[config.mk]
export PLATFORM = sky130hd
export DESIGN_NAME = residue_err_monitor
export DESIGN_NICKNAME = d
export VERILOG_FILES = /design/src/rtl/residue_err_monitor.sv
export SDC_FILE = /design/constraint.sdc
export NUM_CORES = 1
export LEC_CHECK = 0
export ABC_AREA = 1
export ABC_CLOCK_PERIOD_IN_PS = 3050
export BUFFER_PORTS_ARGS = -buffer_cell sky130_fd_sc_hd__buf_4
export CAP_MARGIN = 20
export CORE_MARGIN = 10
export CORE_UTILIZATION = 57
export CTS_CLUSTER_SIZE = 20
export DETAILED_ROUTE_END_ITERATION = 7
export PLACE_DENSITY = 0.83
export SKIP_CTS_REPAIR_TIMING = 1
export SYNTH_ARGS = -nofsm -noshare
export SYNTH_HDL_FRONTEND = slang
export SYNTH_SLANG_ARGS = --single-unit
[constraint.sdc]
create_clock -name clk -period 3.05 [get_ports clk]
set_input_delay 0.61 -clock clk [delete_from_list [all_inputs] [get_ports clk]]
set_output_delay 0.61 -clock clk [all_outputs]
set_load 0.01 [all_outputs]
[src/rtl/residue_err_monitor.sv]
// Mod-3 residue comparison monitor: 2-stage check pipeline, saturating mismatch
// counters and a RUN/DEGRADED/FAIL health FSM. Optional fault injection: RESIDUE_MON_FI_EN.
module residue_err_monitor #(
  parameter int CNT_W       = 8,
  parameter int WARN_TH     = 4,
  parameter int FAIL_CONSEC = 3,
  parameter int NG          = 128,
  parameter int GID_BASE    = 0
) (
  input  logic             clk,
  input  logic             rst_n,
  input  logic             in_valid,
  output logic             in_ready,
  input  logic [1:0]       r_meas,
  input  logic [1:0]       r_pred,
  input  logic             clear,
  output logic             out_valid,
  output logic             out_ok,
  output logic [CNT_W-1:0] err_cnt,
  output logic [1:0]       state,
  output logic             alarm
`ifdef RESIDUE_MON_FI_EN
  ,
  input  logic [NG-1:0]    fault_en_bus,
  input  logic             fault_val
`endif
);

  typedef enum logic [1:0] {
    ST_RUN      = 2'b00,
    ST_DEGRADED = 2'b01,
    ST_FAIL     = 2'b10
  } state_t;

  localparam int               CONS_W   = $clog2(FAIL_CONSEC + 1);
  localparam logic [CONS_W-1:0] CONS_MAX = CONS_W'(FAIL_CONSEC);
  localparam logic [CNT_W-1:0]  WARN_V   = CNT_W'(WARN_TH);
  localparam logic [CNT_W-1:0]  ERR_MAX  = '1;

  if (GID_BASE < 0 || GID_BASE + 2 > NG) begin : g_gid_range
    $error("residue_err_monitor: gate IDs GID_BASE..GID_BASE+1 must lie inside fault_en_bus");
  end

  function automatic logic [1:0] norm(input logic [1:0] r);
    return (r == 2'b11) ? 2'b00 : r;
  endfunction

  state_t            state_q, state_d;
  logic [CNT_W-1:0]  err_q, err_d;
  logic [CONS_W-1:0] consec_q, consec_d;
  logic              s1_valid;
  logic [1:0]        s1_meas, s1_pred;
  logic              mismatch_raw, mismatch, ok_raw, ok_d;
  logic              accept;

  assign in_ready = (state_q != ST_FAIL);
  assign accept   = in_valid && in_ready;

  assign mismatch_raw = (s1_meas != s1_pred);
`ifdef RESIDUE_MON_FI_EN
  assign mismatch = fault_en_bus[GID_BASE]     ? fault_val : mismatch_raw;
  assign ok_raw   = !mismatch;
  assign ok_d     = fault_en_bus[GID_BASE + 1] ? fault_val : ok_raw;
`else
  assign mismatch = mismatch_raw;
  assign ok_raw   = !mismatch;
  assign ok_d     = ok_raw;
`endif

  // Counters and FSM see the result at the same edge that registers out_valid.
  always_comb begin
    // NOTE: every always_comb output gets a default first, so no path can infer a latch.
    err_d    = err_q;
    consec_d = consec_q;
    state_d  = state_q;
    if (s1_valid) begin
      if (!ok_d) begin
        if (err_q != ERR_MAX)     err_d    = err_q + CNT_W'(1);
        if (consec_q != CONS_MAX) consec_d = consec_q + CONS_W'(1);
      end else begin
        consec_d = '0;
      end
    end
    if (state_q != ST_FAIL) begin
      if (consec_d >= CONS_MAX)   state_d = ST_FAIL;
      else if (err_d >= WARN_V)   state_d = ST_DEGRADED;
    end
    if (clear) begin
      err_d    = '0;
      consec_d = '0;
      state_d  = ST_RUN;
    end
  end

  // NOTE: state uses non-blocking assignments; reset is synchronous, sampled on the rising edge.
  always_ff @(posedge clk) begin
    if (!rst_n) begin
      state_q   <= ST_RUN;
      err_q     <= '0;
      consec_q  <= '0;
      s1_valid  <= 1'b0;
      out_valid <= 1'b0;
      out_ok    <= 1'b0;
    end else begin
      state_q   <= state_d;
      err_q     <= err_d;
      consec_q  <= consec_d;
      s1_valid  <= accept;
      out_valid <= s1_valid;
      out_ok    <= s1_valid && ok_d;
    end
  end

  // NOTE: stage-1 residues are qualified by s1_valid, so they carry no reset.
  always_ff @(posedge clk) begin
    if (accept) begin
      s1_meas <= norm(r_meas);
      s1_pred <= norm(r_pred);
    end
  end

  assign err_cnt = err_q;
  assign state   = state_q;
  assign alarm   = (state_q == ST_FAIL);

endmodule

After elaboration in Yosys (flattened, before gate mapping):

Index checks and enable logic that the tools add are counted.

* output and inout bits: 14
* bits in registers: 19
* bits of input ports: 8

* add/sub/neg operators: 2
* magnitude comparators: 2
* equality and inequality tests: 7
* bitwise logic cells: 1
* mux-type cells: 8
* reduce and logical (&&, ||, !) cells: 6

Operator list (count)
* 2-to-1 mux 8 bit: 3
* 2-to-1 mux 2 bit: 5
* adder 8 x 1 -> 8 bit, second input constant: 1
* greater-or-equal comparator 8 x 3 -> 1 bit, second input constant: 1
* != test 8 bit, second input constant: 1
* equality test 2 bit, second input constant: 3
* != test 2 bit, second input constant: 2
* adder 2 x 1 -> 2 bit, second input constant: 1
* greater-or-equal comparator 2 bit, second input constant: 1
* logical AND 1 bit: 2
* != test 2 bit: 1
* AND reduction 2 bit: 1
* nonzero test 2 bit: 1
* OR reduction 2 bit: 1
* zero test 1 bit: 1
* NOT 1 bit: 1

Longest topological paths before layout:

* depth after elaboration: 7
* gate-level depth with buffers: 15
* gate-level depth less buffers: 14

Worst setup path before layout:

No wires, ideal clock.

* path type: register to register
* from: register err_q[0], in the netlist err_cnt[0]
* to: register state_q[0], in the netlist state[0]
* stages on the path, launching flop included: 14
* path slack: 1.458 ns
* setup time: 0.123 ns
* buffers on the path: 0
* arrival time: 1.469 ns
* period minus slack after synthesis: 1.592 ns
* data required time: 2.927 ns
* path through: dfxtp_1 > ha_1 > nand3_2 > inv_2 > nand2_2 > inv_2 > nor2_4 > nand2_1 > nand2_1 > nand2_1 > nor2_4 > nand2_1 > nand2_2 > a21oi_1

* cells in the longest elaborated chain, start to end: 7
* elaborated cells on any way between the ends: 8

Ends and longest elaborated chain
* from (decl): RTL line 49 `logic [CNT_W-1:0] err_q, err_d;`
* from (signal assigned): RTL line 106 `err_q <= err_d;`
* adder 8 x 1 -> 8 bit / != test 8 bit (equally long branches): RTL line 78 `if (err_q != ERR_MAX) err_d = err_q + CNT_W'(1);`
* 2-to-1 mux 8 bit: RTL line 78
* 2-to-1 mux 8 bit: RTL line 77 `if (!ok_d) begin`
* 2-to-1 mux 8 bit (*): RTL line 76 `if (s1_valid) begin`
* greater-or-equal comparator 8 x 3 -> 1 bit (*): RTL line 86 `else if (err_d >= WARN_V) state_d = ST_DEGRADED;`
* nonzero test 2 bit (no source line) (*)
* AND reduction 2 bit (no source line) (*)
* to (signal assigned): RTL line 105 `state_q <= state_d;`
* to (decl): RTL line 48 `state_t state_q, state_d;`

Every way passes the cells marked *; elsewhere a longest branch is shown, timed or not.
A chain may end at the register's enable or synchronous reset.

Final worst setup path:

* from: register state_q[1], in the netlist state[1]
* to: output port in_ready

* cells in the longest elaborated chain, start to end: 1

Ends and longest elaborated chain
* != test 2 bit: RTL line 56 `assign in_ready = (state_q != ST_FAIL);`
* to (decl): RTL line 13 `output logic in_ready,`

No other way between the ends.

==> flow_metrics.py <==
metrics = {
    "floorplanning": {
        "initial_core_utilization_pct": 60.2,
        "die_h_um": 62.9,
        "die_area_sq_mm": 0.00396,
        "io_pins": 22,
        "coreArea_sq_mm": 0.00175,
        "std_cell_rows": 15,
        "die_w_um": 62.9,
    },
    "worst_setup_path": {
        "critical_path_peak_fanout": 5,
        "cpLargestDelayFamily": "flip-flops",
        "setup.worst_path.start": "state[1]",
        "worstSetupStartpointType": "flop",
        "critPathRequiredTime_ns": 2.44,
        "endpoint_type_of_the_worst_setup_path": "output pin",
        "crit_type": "flop to output pin",
        "critical-path-max-stage-delay_ns": 0.35,
        "critical_path.n_buffers_inverters": 3,
        "critPathSlowestCell": "dfxtp_1",
        "worst_path_arrival_ns": 1.17,
        "cell_by_cell_trace_of_the_critical_path": "inv_1 -> nor2_1 -> inv_1 -> buf_4",
        "worst_r2r_start": "err_cnt[0]",
        "cp_common_cell": "inv_1",
    },
    "synth": {
        "yosysTopAreaCell": "dfxtp_1",
        "syn-instance-count": 145,
        "synth-warning-count": 0,
        "ys_ff_latch": 19,
        "postSynth.topFlopCell": "dfxtp_1",
        "synthArstFlopShare_pct": 0,
        "synthDistinctLibCells": 24,
        "synth_top_cells_by_area": "dfxtp_1 29%, edfxtp_1 11%, inv_1 10%, nand2_1 10%, nor2_1 6.1%",
        "synth_area_sq_mm": 0.00105,
        "synth_nets": 154,
        "synth_top_area_share_pct": 28.6,
        "fraction_of_the_yosys_area_taken_by_sequential_cells_pct": 40.0,
        "post_synth.cell_area_avg_sq_um": 7.25,
        "synth_enable_flop_cells": 4,
    },
    "timing": {
        "max_slew.worst_pin.slew_ns": 0.431,
        "timing.clock.skew_ns": 0.00174,
        "clock.fmax_mhz": 561,
        "drv_slew": 0,
        "min_period_ns": 1.78,
        "min_period_over_period_pct": 58.5,
        "number_of_hold_slack_violations_in_the_final_timing_report": 0,
        "worst_slack_ns": 1.27,
        "setup_viol_count_final": 0,
        "setup-tns-final_ns": 0,
        "grt_setup_unrepaired": "false",
        "fin_worst_hold_slack_ns": 0.506,
        "slew-limit-headroom_pct": 71.2,
    },
    "placement": {
        "hpwl_um": 1880,
        "gp_congestion": 0.901,
        "placedInstanceArea_sq_mm": 0.00122,
        "pre_cts_worst_setup_slack_ns": 1.29,
        "place.port_buffers": 21,
    },
    "min_path": {
        "worst_hold_startpoint": "rst_n",
        "hold_path_class": "primary input to flop",
    },
    "outcome": {
        "run_status": "complete, no violations",
    },
    "drt": {
        "drt-vias-per-instance": 4.96,
        "drt_iter0_drc": 28,
        "dr_total_vias": 957,
        "routed_wl_um": 2320,
        "routed_wire_length_per_instance_um": 12.0,
        "detail_route.first_pass.iterations": 4,
        "post-route-drc-count": 0,
        "ant_nets": 0,
    },
    "finish": {
        "area.growth.synth_to_final_pct": 18.3,
        "drive_gt1_share_pct": 28.0,
        "diodes": 0,
        "utilization_pct": 71.3,
        "design_area_sq_mm": 0.00124,
        "final_net_count": 178,
    },
    "global_routing": {
        "gr-usage-all-layers_pct": 12.6,
        "first_global_vias": 931,
        "grt_remaining_overflow": 0,
        "grt_max_degree": 13,
        "grt_antenna_before_repair": 0,
        "first_pass_grt_wire_length_um": 4120,
    },
    "clock_network": {
        "clock_pin_slew_worst_setup_and_hold_paths_ns": 0.11,
        "cts_inserted_buffers": 3,
        "clkLatencyLatePin_ns": 0.30,
        "cts_sinks": 19,
        "cts_tree": "yes",
        "cts_max_level": 1,
        "max-clock-path-buffers": 2,
        "clockRootBuffer": "clkbuf_4",
    },
    "power_and_ir_drop": {
        "ir_drop_uv": 338,
        "cellPowerDensity_mw_per_mm2": 390,
        "clock_power_share_pct": 26.6,
        "switching_share_pct": 27.8,
        "sequentialPowerShare_pct": 57.0,
        "comb_pwr_share_pct": 16.4,
        "internal_power_mw": 0.351,
        "power_leakage_nw": 0.626,
        "power.switching_mw": 0.135,
    },
    "job": {
        "number_of_max_cap_violations": 0,
    },
}
## tightest hold or removal path: cells and delay by family
family	cells	cell delay, ns
buffers and inverters	2	0.12
and+or+nand+nor	1	0.05
## layout make-up
| class | count | area, sq um |
|---|---|---|
| clock buffer | 4 | 26.3 |
| multi-input combinational | 92 | 488 |
| timing repair buffer | 21 | 158 |
| inverter | 32 | 120 |
| sequential | 19 | 420 |
| fill | 157 | 502 |
| tap | 25 | 31.3 |
## power by group through the flow
stage	sequential [mW]	combinational, mW	clock (mW)
after global placement	0.281	0.0779	0
after floorplan	0.280	0.0577	0
after detailed placement	0.282	0.0800	0
final	0.277	0.0798	0.129
after global routing	0.278	0.0900	0.143
after CTS	0.277	0.0807	0.130
## flip-flops by register name, summed over array words and instances, names as in the netlist
name / count
s1_meas: 2
out_ok: 1
consec_q: 2
out_valid: 1
s1_pred: 2
s1_valid: 1
state: 2
err_cnt: 8
## logic make-up (layout without fill, tap and decap cells)
| family | Yosys count | after routing | share of synthesized area (%) |
|---|---|---|---|
| buffers and inverters | 34 | 57 | 13.6 |
| AOI/OAI and AO/OA | 11 | 11 | 6.19 |
| and+or+nand+nor | 78 | 78 | 37.4 |
| adders and majority gates | 1 | 1 | 1.19 |
| xor gates and xnor gates | 2 | 2 | 1.67 |
| DFF | 19 | 19 | 40.0 |
## worst paths after layout
| check | endpoint | slack (ns) | cells past startpoint |
|---|---|---|---|
| setup / recovery | in_ready | 1.27 | 4 |
| hold reg to reg | state[0] | 0.53 | 2 |
| hold / removal | out_valid | 0.51 | 3 |
| setup reg to reg | state[0] | 1.28 | 13 |
## metal layers
metal	vias to the layer above	global-route usage [%]	share of wire, %
li1	487	-	-
met1	436	13.8	41
met2	30	20.8	51
met3	4	3.94	6.9
met4	0	6.98	1.7
met5	-	0	0
## layout by cell type, fill, tap and decap left out, types with 2 or more instances in the layout
cell type  instances
edfxtp_1           4
nand2_2            7
nor2_4             3
nor2_1            17
nand2_1           28
nor2_2             2
nand3_2            2
clkbuf_4           3
dfxtp_1           15
nand4_1            2
a21oi_1            4
nor3_2             2
o21ai_2            2
o21ai_0            3
inv_2              4
nor3_1             2
inv_1             28
nand3_1           12
buf_4             21
## Yosys cell counts, types with 3 or more instances
master	instances
dfxtp_1	15
a21oi_1	4
inv_1	28
o21ai_0	3
edfxtp_1	4
inv_2	4
nand2_1	28
nand2_2	7
nor2_1	17
nand3_1	12
nor2_4	3
## stage by stage
step,cells,power [mW]
2_1_floorplan,145,0.338
3_3_place_gp,189,0.359
3_5_place_dp,189,0.362
4_1_cts,193,0.487
5_1_grt,193,0.512
6_report,193,0.485
Power figures use the tool's default switching activity.
